[config.mk]
export PLATFORM = sky130hd
export DESIGN_NAME = lane_controller
export DESIGN_NICKNAME = d
export VERILOG_FILES = /design/src/rtl/lane_controller.sv
export SDC_FILE = /design/constraint.sdc
export NUM_CORES = 1
export LEC_CHECK = 0
export CORE_ASPECT_RATIO = 1.25
export CORE_UTILIZATION = 45
export CTS_CLUSTER_DIAMETER = 40
export DETAILED_ROUTE_END_ITERATION = 8
export PLACE_DENSITY = 0.64
export SLEW_MARGIN = 20
export SYNTH_ARGS = -nofsm -noshare
export SYNTH_HDL_FRONTEND = slang
export SYNTH_HIERARCHICAL = 1
export SYNTH_SLANG_ARGS = --single-unit
export TNS_END_PERCENT = 50
[constraint.sdc]
create_clock -name CLK100MHZ -period 3.65 [get_ports CLK100MHZ]
set_input_delay 0.365 -clock CLK100MHZ [delete_from_list [all_inputs] [get_ports CLK100MHZ]]
set_output_delay 0.365 -clock CLK100MHZ [all_outputs]
set_load 0.02 [all_outputs]
[src/rtl/lane_controller.sv]
// Lane-runner game controller: synchronised vsync frame tick, debounced buttons,
// intro sequence FSM (countdown/logo/drop/run) and rate-limited lane slide.

module lane_controller_btn #(
  parameter int DEBOUNCE_CYCLES = 1000000
) (
  input  logic clk,
  input  logic rst,
  input  logic raw,
  output logic press
);
  localparam int CW = (DEBOUNCE_CYCLES > 1) ? $clog2(DEBOUNCE_CYCLES) : 1;
  localparam logic [CW-1:0] LAST = CW'(DEBOUNCE_CYCLES - 1);

  logic [1:0]    sync;
  logic          level;
  logic [CW-1:0] cnt;

  // Level flips only after DEBOUNCE_CYCLES consecutive disagreeing samples;
  // a pulse is emitted only when the accepted level is high.
  always_ff @(posedge clk or posedge rst) begin
    if (rst) begin
      sync  <= '0;
      level <= 1'b0;
      cnt   <= '0;
      press <= 1'b0;
    end else begin
      sync  <= {sync[0], raw};
      press <= 1'b0;
      if (sync[1] != level) begin
        if (cnt == LAST) begin
          level <= sync[1];
          cnt   <= '0;
          press <= sync[1];
        end else begin
          cnt <= cnt + 1'b1;
        end
      end else begin
        cnt <= '0;
      end
    end
  end
endmodule

module lane_controller #(
  parameter int DEBOUNCE_CYCLES  = 1000000,
  parameter int COUNTDOWN_FRAMES = 5,
  parameter int LANE_STEP        = 100,
  parameter int SLIDE_RATE       = 20,
  parameter int COIN_MAX         = 80
) (
  input  logic               CLK100MHZ,
  input  logic               RESET,
  input  logic               vsync,
  input  logic               btn_left,
  input  logic               btn_right,
  output logic signed [11:0] logo_voffset,
  output logic signed [11:0] head_hoffset,
  output logic signed [11:0] head_voffset,
  output logic signed [11:0] coin_loc,
  output logic [1:0]         lane,
  output logic [1:0]         phase
);
  typedef enum logic [1:0] {COUNTDOWN = 2'd0, LOGO = 2'd1, DROP = 2'd2, RUN = 2'd3} phase_t;

  localparam int FW = $clog2(COUNTDOWN_FRAMES + 1);
  localparam logic signed [11:0] STEP      = 12'(LANE_STEP);
  localparam logic signed [11:0] RATE      = 12'(SLIDE_RATE);
  localparam logic signed [11:0] COIN_LAST = 12'(COIN_MAX - 1);

  // vsync synchroniser plus edge detector
  logic [2:0] vs;
  logic       frame_tick;

  always_ff @(posedge CLK100MHZ or posedge RESET) begin
    if (RESET) begin
      vs         <= '0;
      frame_tick <= 1'b0;
    end else begin
      vs         <= {vs[1:0], vsync};
      frame_tick <= vs[1] & ~vs[2];
    end
  end

  // Buttons: index 0 = left, 1 = right
  logic [1:0] raw_btn, press;
  assign raw_btn = {btn_right, btn_left};

  genvar g;
  generate
    for (g = 0; g < 2; g++) begin : g_btn
      lane_controller_btn #(.DEBOUNCE_CYCLES(DEBOUNCE_CYCLES)) u_btn (
        .clk(CLK100MHZ), .rst(RESET), .raw(raw_btn[g]), .press(press[g])
      );
    end
  endgenerate

  phase_t             state, state_d;
  logic [FW-1:0]      fcnt, fcnt_d;
  logic signed [11:0] logo_d, headv_d, headh_d, coin_d, target, diff;
  logic [1:0]         lane_d;

  always_comb begin
    state_d = state;
    fcnt_d  = fcnt;
    logo_d  = logo_voffset;
    headv_d = head_voffset;
    headh_d = head_hoffset;
    coin_d  = coin_loc;
    lane_d  = lane;
    target  = (lane == 2'd0) ? -STEP : (lane == 2'd2) ? STEP : 12'sd0;
    diff    = target - head_hoffset;

    if (frame_tick) begin
      unique case (state)
        COUNTDOWN: if (fcnt == '0) state_d = LOGO;
                   else            fcnt_d  = fcnt - 1'b1;
        LOGO:      if (logo_voffset < 12'sd640) logo_d  = logo_voffset + 12'sd30;
                   else                         state_d = DROP;
        DROP:      if (head_voffset > 12'sd50) headv_d = head_voffset - 12'sd17;
                   else begin
                     state_d = RUN;
                     coin_d  = 12'sd0;
                   end
        RUN:       coin_d = (coin_loc >= COIN_LAST) ? 12'sd0 : coin_loc + 12'sd1;
      endcase

      // Slide uses the target of the registered lane, so a same-cycle press
      // only takes effect on the following tick.
      if (diff > RATE)       headh_d = head_hoffset + RATE;
      else if (diff < -RATE) headh_d = head_hoffset - RATE;
      else                   headh_d = target;
    end

    if (state == RUN) begin
      unique case (press)
        2'b01:   if (lane != 2'd0) lane_d = lane - 2'd1;
        2'b10:   if (lane != 2'd2) lane_d = lane + 2'd1;
        default: lane_d = lane;
      endcase
    end
  end

  always_ff @(posedge CLK100MHZ or posedge RESET) begin
    if (RESET) begin
      state        <= COUNTDOWN;
      fcnt         <= FW'(COUNTDOWN_FRAMES);
      logo_voffset <= 12'sd0;
      head_voffset <= 12'sd180;
      head_hoffset <= 12'sd0;
      coin_loc     <= -12'sd50;
      lane         <= 2'd1;
    end else begin
      state        <= state_d;
      fcnt         <= fcnt_d;
      logo_voffset <= logo_d;
      head_voffset <= headv_d;
      head_hoffset <= headh_d;
      coin_loc     <= coin_d;
      lane         <= lane_d;
    end
  end

  assign phase = state;
endmodule

==> run_results.csv <==
group,metric,value,unit
global_routing,grt_remaining_overflow,0,
setup_path,critPathMaxFanout,12,
global_routing,grt_max_degree,34,
finish,final_core_util,54.7,%
synthesis,synth.distinct_cells,77,
detailed_routing,avgViaCountPerCell,5.73,
finish,antenna_cells,0,
floorplan,fp.dieW,107,µm
sta,worstMarginPinSlew,1.05,ns
setup_path,end_kind,"flop",
detailed_routing,drc,0,
clock_tree,clock_path_buffers,2,
synthesis,synth_area_leader_cell,"dfrtp_1",
detailed_routing,dr.first_iter.drc_count,363,
clock_tree,ctsHtreeMaxLevel,3,
global_routing,grt_pass1_vias,5069,
setup_path,path_class,"reg -> reg",
clock_tree,worst_skew_pair.late_latency,0.34,ns
floorplan,die_area,0.0143,mm²
pwr,power_density,578,mW/mm²
floorplan,ios,57,
floorplan,initial_core_util,46.6,%
detailed_routing,wire_per_inst,16.4,µm
sta,skew,0.0103,ns
sta,rsz0062_at_grt,"false",
synthesis,yosysWarnings,6,
run_status,outcome,"complete, no violations",
setup_path,cp.arrival,3.74,ns
clock_tree,cts-root-buf,"clkbuf_16",
placement,gp_congestion,0.920,
floorplan,die_height,133,µm
synthesis,synth_seq_area_share,42.2,%
sta,slew_violations,0,
detailed_routing,ant_nets,0,
synthesis,synth_seq_cells,104,
hold_path,hold_start,"g_btn[0].u_btn/sync[0]$_DFF_PP0_",
setup_path,reg2reg_to,"head_hoffset[5]$_DFFE_PP0P_",
finish,area_delta_synth_final,17.4,%
pwr,p_leak,3.08,nW
synthesis,async_flop_share,100,%
synthesis,synth_ff_type,"dfrtp_1",
sta,hold_viol_final,0,
synthesis,synth_top_area_share,35.4,%
sta,finalSetupViolCount,0,
floorplan,core_area,0.0133,mm²
finish,fin_nets,728,
hold_path,min_path_type,"reg -> reg",
detailed_routing,dr.pass1.iters,4,
global_routing,antenna_found_initial,0,
clock_tree,clkTransAtPathRegs,0.07,ns
setup_path,crit_end,"head_hoffset[5]$_DFFE_PP0P_",
clock_tree,cts_setup_buffers,0,
global_routing,grt.total_usage,21.3,%
finish,drive_gt1_share,13.3,%
placement,port-buffer-count,53,
detailed_routing,routed_wl,14400,µm
clock_tree,cts_tree,"built",
placement,place_hpwl,10500,µm
synthesis,syn_area_per_cell,9.74,µm²
detailed_routing,vias,5034,
synthesis,netlist_instances,638,
synthesis,syn_area,0.00622,mm²
flow_run,maxCapViolations,0,
sta,fin_setup_tns,0,ns
setup_path,reg2reg_from,"lane[0]$_DFFE_PP1P_",
pwr,peakVddDrop,267,µV
clock_tree,cts_buffers,9,
sta,max_slew_margin,30.0,%
sta,fin_crit_sh,96.1,%
setup_path,cp.required,3.88,ns
setup_path,startpoint,"lane[0]$_DFFE_PP1P_",
global_routing,grt_first_pass_wirelength,24400,µm
finish,final_cell_mix,"88 x dfrtp_1, 54 x nor2_1, 53 x nand2_1, 53 x clkdlybuf4s50_1, 41 x o21ai_0",
setup_path,regToRegSetupSlack,0.14,ns
sta,period_needed,3.51,ns
clock_tree,hold_buffers,0,
floorplan,rows,47,
synthesis,synth_edf_count,0,
clock_tree,cts_resized,0,
clock_tree,cts_sinks,104,
sta,fmax,285,MHz
synthesis,synth_area_leaders,"dfrtp_1 35%, dfstp_2 6.8%, ha_1 4.2%, xor2_1 3.9%, xnor2_1 3.7%",
setup_path,start_kind,"flop",
finish,layout_commonest_cell,"dfrtp_1",
setup_path,reg2reg_depth,13,
[flip-flops by register name, summed over array words and instances (netlist names)]
| signal | count |
|---|---|
| g_btn.u_btn/cnt | 40 |
| coin_loc | 12 |
| head_voffset | 12 |
| logo_voffset | 11 |
| head_hoffset | 10 |
| g_btn.u_btn/sync | 4 |
| fcnt | 3 |
| vs | 3 |
| g_btn.u_btn/level | 2 |
| g_btn.u_btn/press | 2 |
| lane | 2 |
| phase | 2 |
| frame_tick | 1 |
[synthesized netlist by cell type (4+ instances only)]
master / n
nor2b_1: 7
nand2_1: 53
or3_1: 6
xor2_1: 28
nor4_1: 5
buf_6: 5
nand4_2: 4
nand2b_1: 5
nand3_1: 21
nand3b_1: 9
o22ai_1: 7
o21ai_1: 4
mux2i_1: 6
nor3b_1: 6
and3_1: 19
ha_1: 21
o31ai_1: 8
nand3_2: 5
inv_1: 28
nor3_1: 16
and4_1: 5
nand4_1: 6
o21a_1: 7
o21ai_0: 41
or4_1: 9
dfrtp_1: 88
nor4_2: 4
a21oi_1: 29
xnor2_1: 26
clkbuf_1: 8
a211oi_1: 4
buf_4: 5
nor2_1: 54
dfstp_2: 16
a31oi_1: 4
[layer usage]
layer | global-route usage (%) | vias up | wire (µm)
met5 | 0 | - | 0
met4 | 8.45 | 0 | 382
met3 | 2.94 | 26 | 425
met2 | 36.9 | 119 | 7470
met1 | 26.7 | 2464 | 6090
li1 | - | 2425 | -
[stage by stage]
| stage | cell area (µm²) | hold slack [ns] | setup WS [ns] | instances | total power [mW] |
|---|---|---|---|---|---|
| after global routing | 7300 | 0.357 | 0.00227 | 878 | 4.46 |
| after global placement | 6980 | 0.333 | 0.197 | 862 | 3.17 |
| after detailed placement | 6980 | 0.336 | 0.112 | 862 | 3.21 |
| final | 7300 | 0.350 | 0.143 | 878 | 4.22 |
| after floorplan | 6220 | 0.331 | 0.258 | 640 | 2.64 |
| after CTS | 7290 | 0.352 | 0.120 | 878 | 4.22 |
[critical path, stage by stage (launching register included)]
cell	delay (ns)
dfstp_2	0.63
or2_1	0.22
inv_6	0.04
ha_1	0.32
o21a_4	0.17
a2111oi_4	0.37
nor2_1	0.10
xor2_1	0.29
o221ai_2	0.26
nor4_4	0.32
buf_4	0.19
mux2i_1	0.18
a21oi_1	0.09
o221a_2	0.23
[power breakdown]
part	internal, mW	total, mW	switching [mW]
sequential	1.27	1.46	0.180
combinational	0.742	1.76	1.02
clock	0.560	1.00	0.439
total	2.58	4.22	1.64
[cells by family after synthesis]
kind of cell | after synthesis | synth area share (%)
buffers and inverters | 51 | 4.13
muxes | 10 | 1.81
and+or+nand+nor | 255 | 23.6
adders and majority gates | 22 | 4.39
AOI/OAI and AO/OA | 141 | 16.2
DFF | 104 | 42.2
xor gates and xnor gates | 54 | 7.61
other | 1 | 0.0603
[cell type report]
cell class | instances | area, µm²
clock buffer | 10 | 239
clock inverter | 6 | 75.1
fill | 1200 | 6050
inverter | 29 | 114
multi-input combinational | 485 | 3350
sequential | 104 | 2620
tap | 171 | 214
timing repair buffer | 73 | 681
[how the worst min path moves through the flow]
stage	cells after the start	end
after floorplan	0	g_btn[0].u_btn/sync[1]$_DFF_PP0_
after global placement	0	g_btn[0].u_btn/sync[1]$_DFF_PP0_
after detailed placement	0	g_btn[0].u_btn/sync[1]$_DFF_PP0_
after CTS	0	g_btn[0].u_btn/sync[1]$_DFF_PP0_
after global routing	0	g_btn[0].u_btn/sync[1]$_DFF_PP0_
final	0	g_btn[0].u_btn/sync[1]$_DFF_PP0_
(Power assumes the default switching activity.)
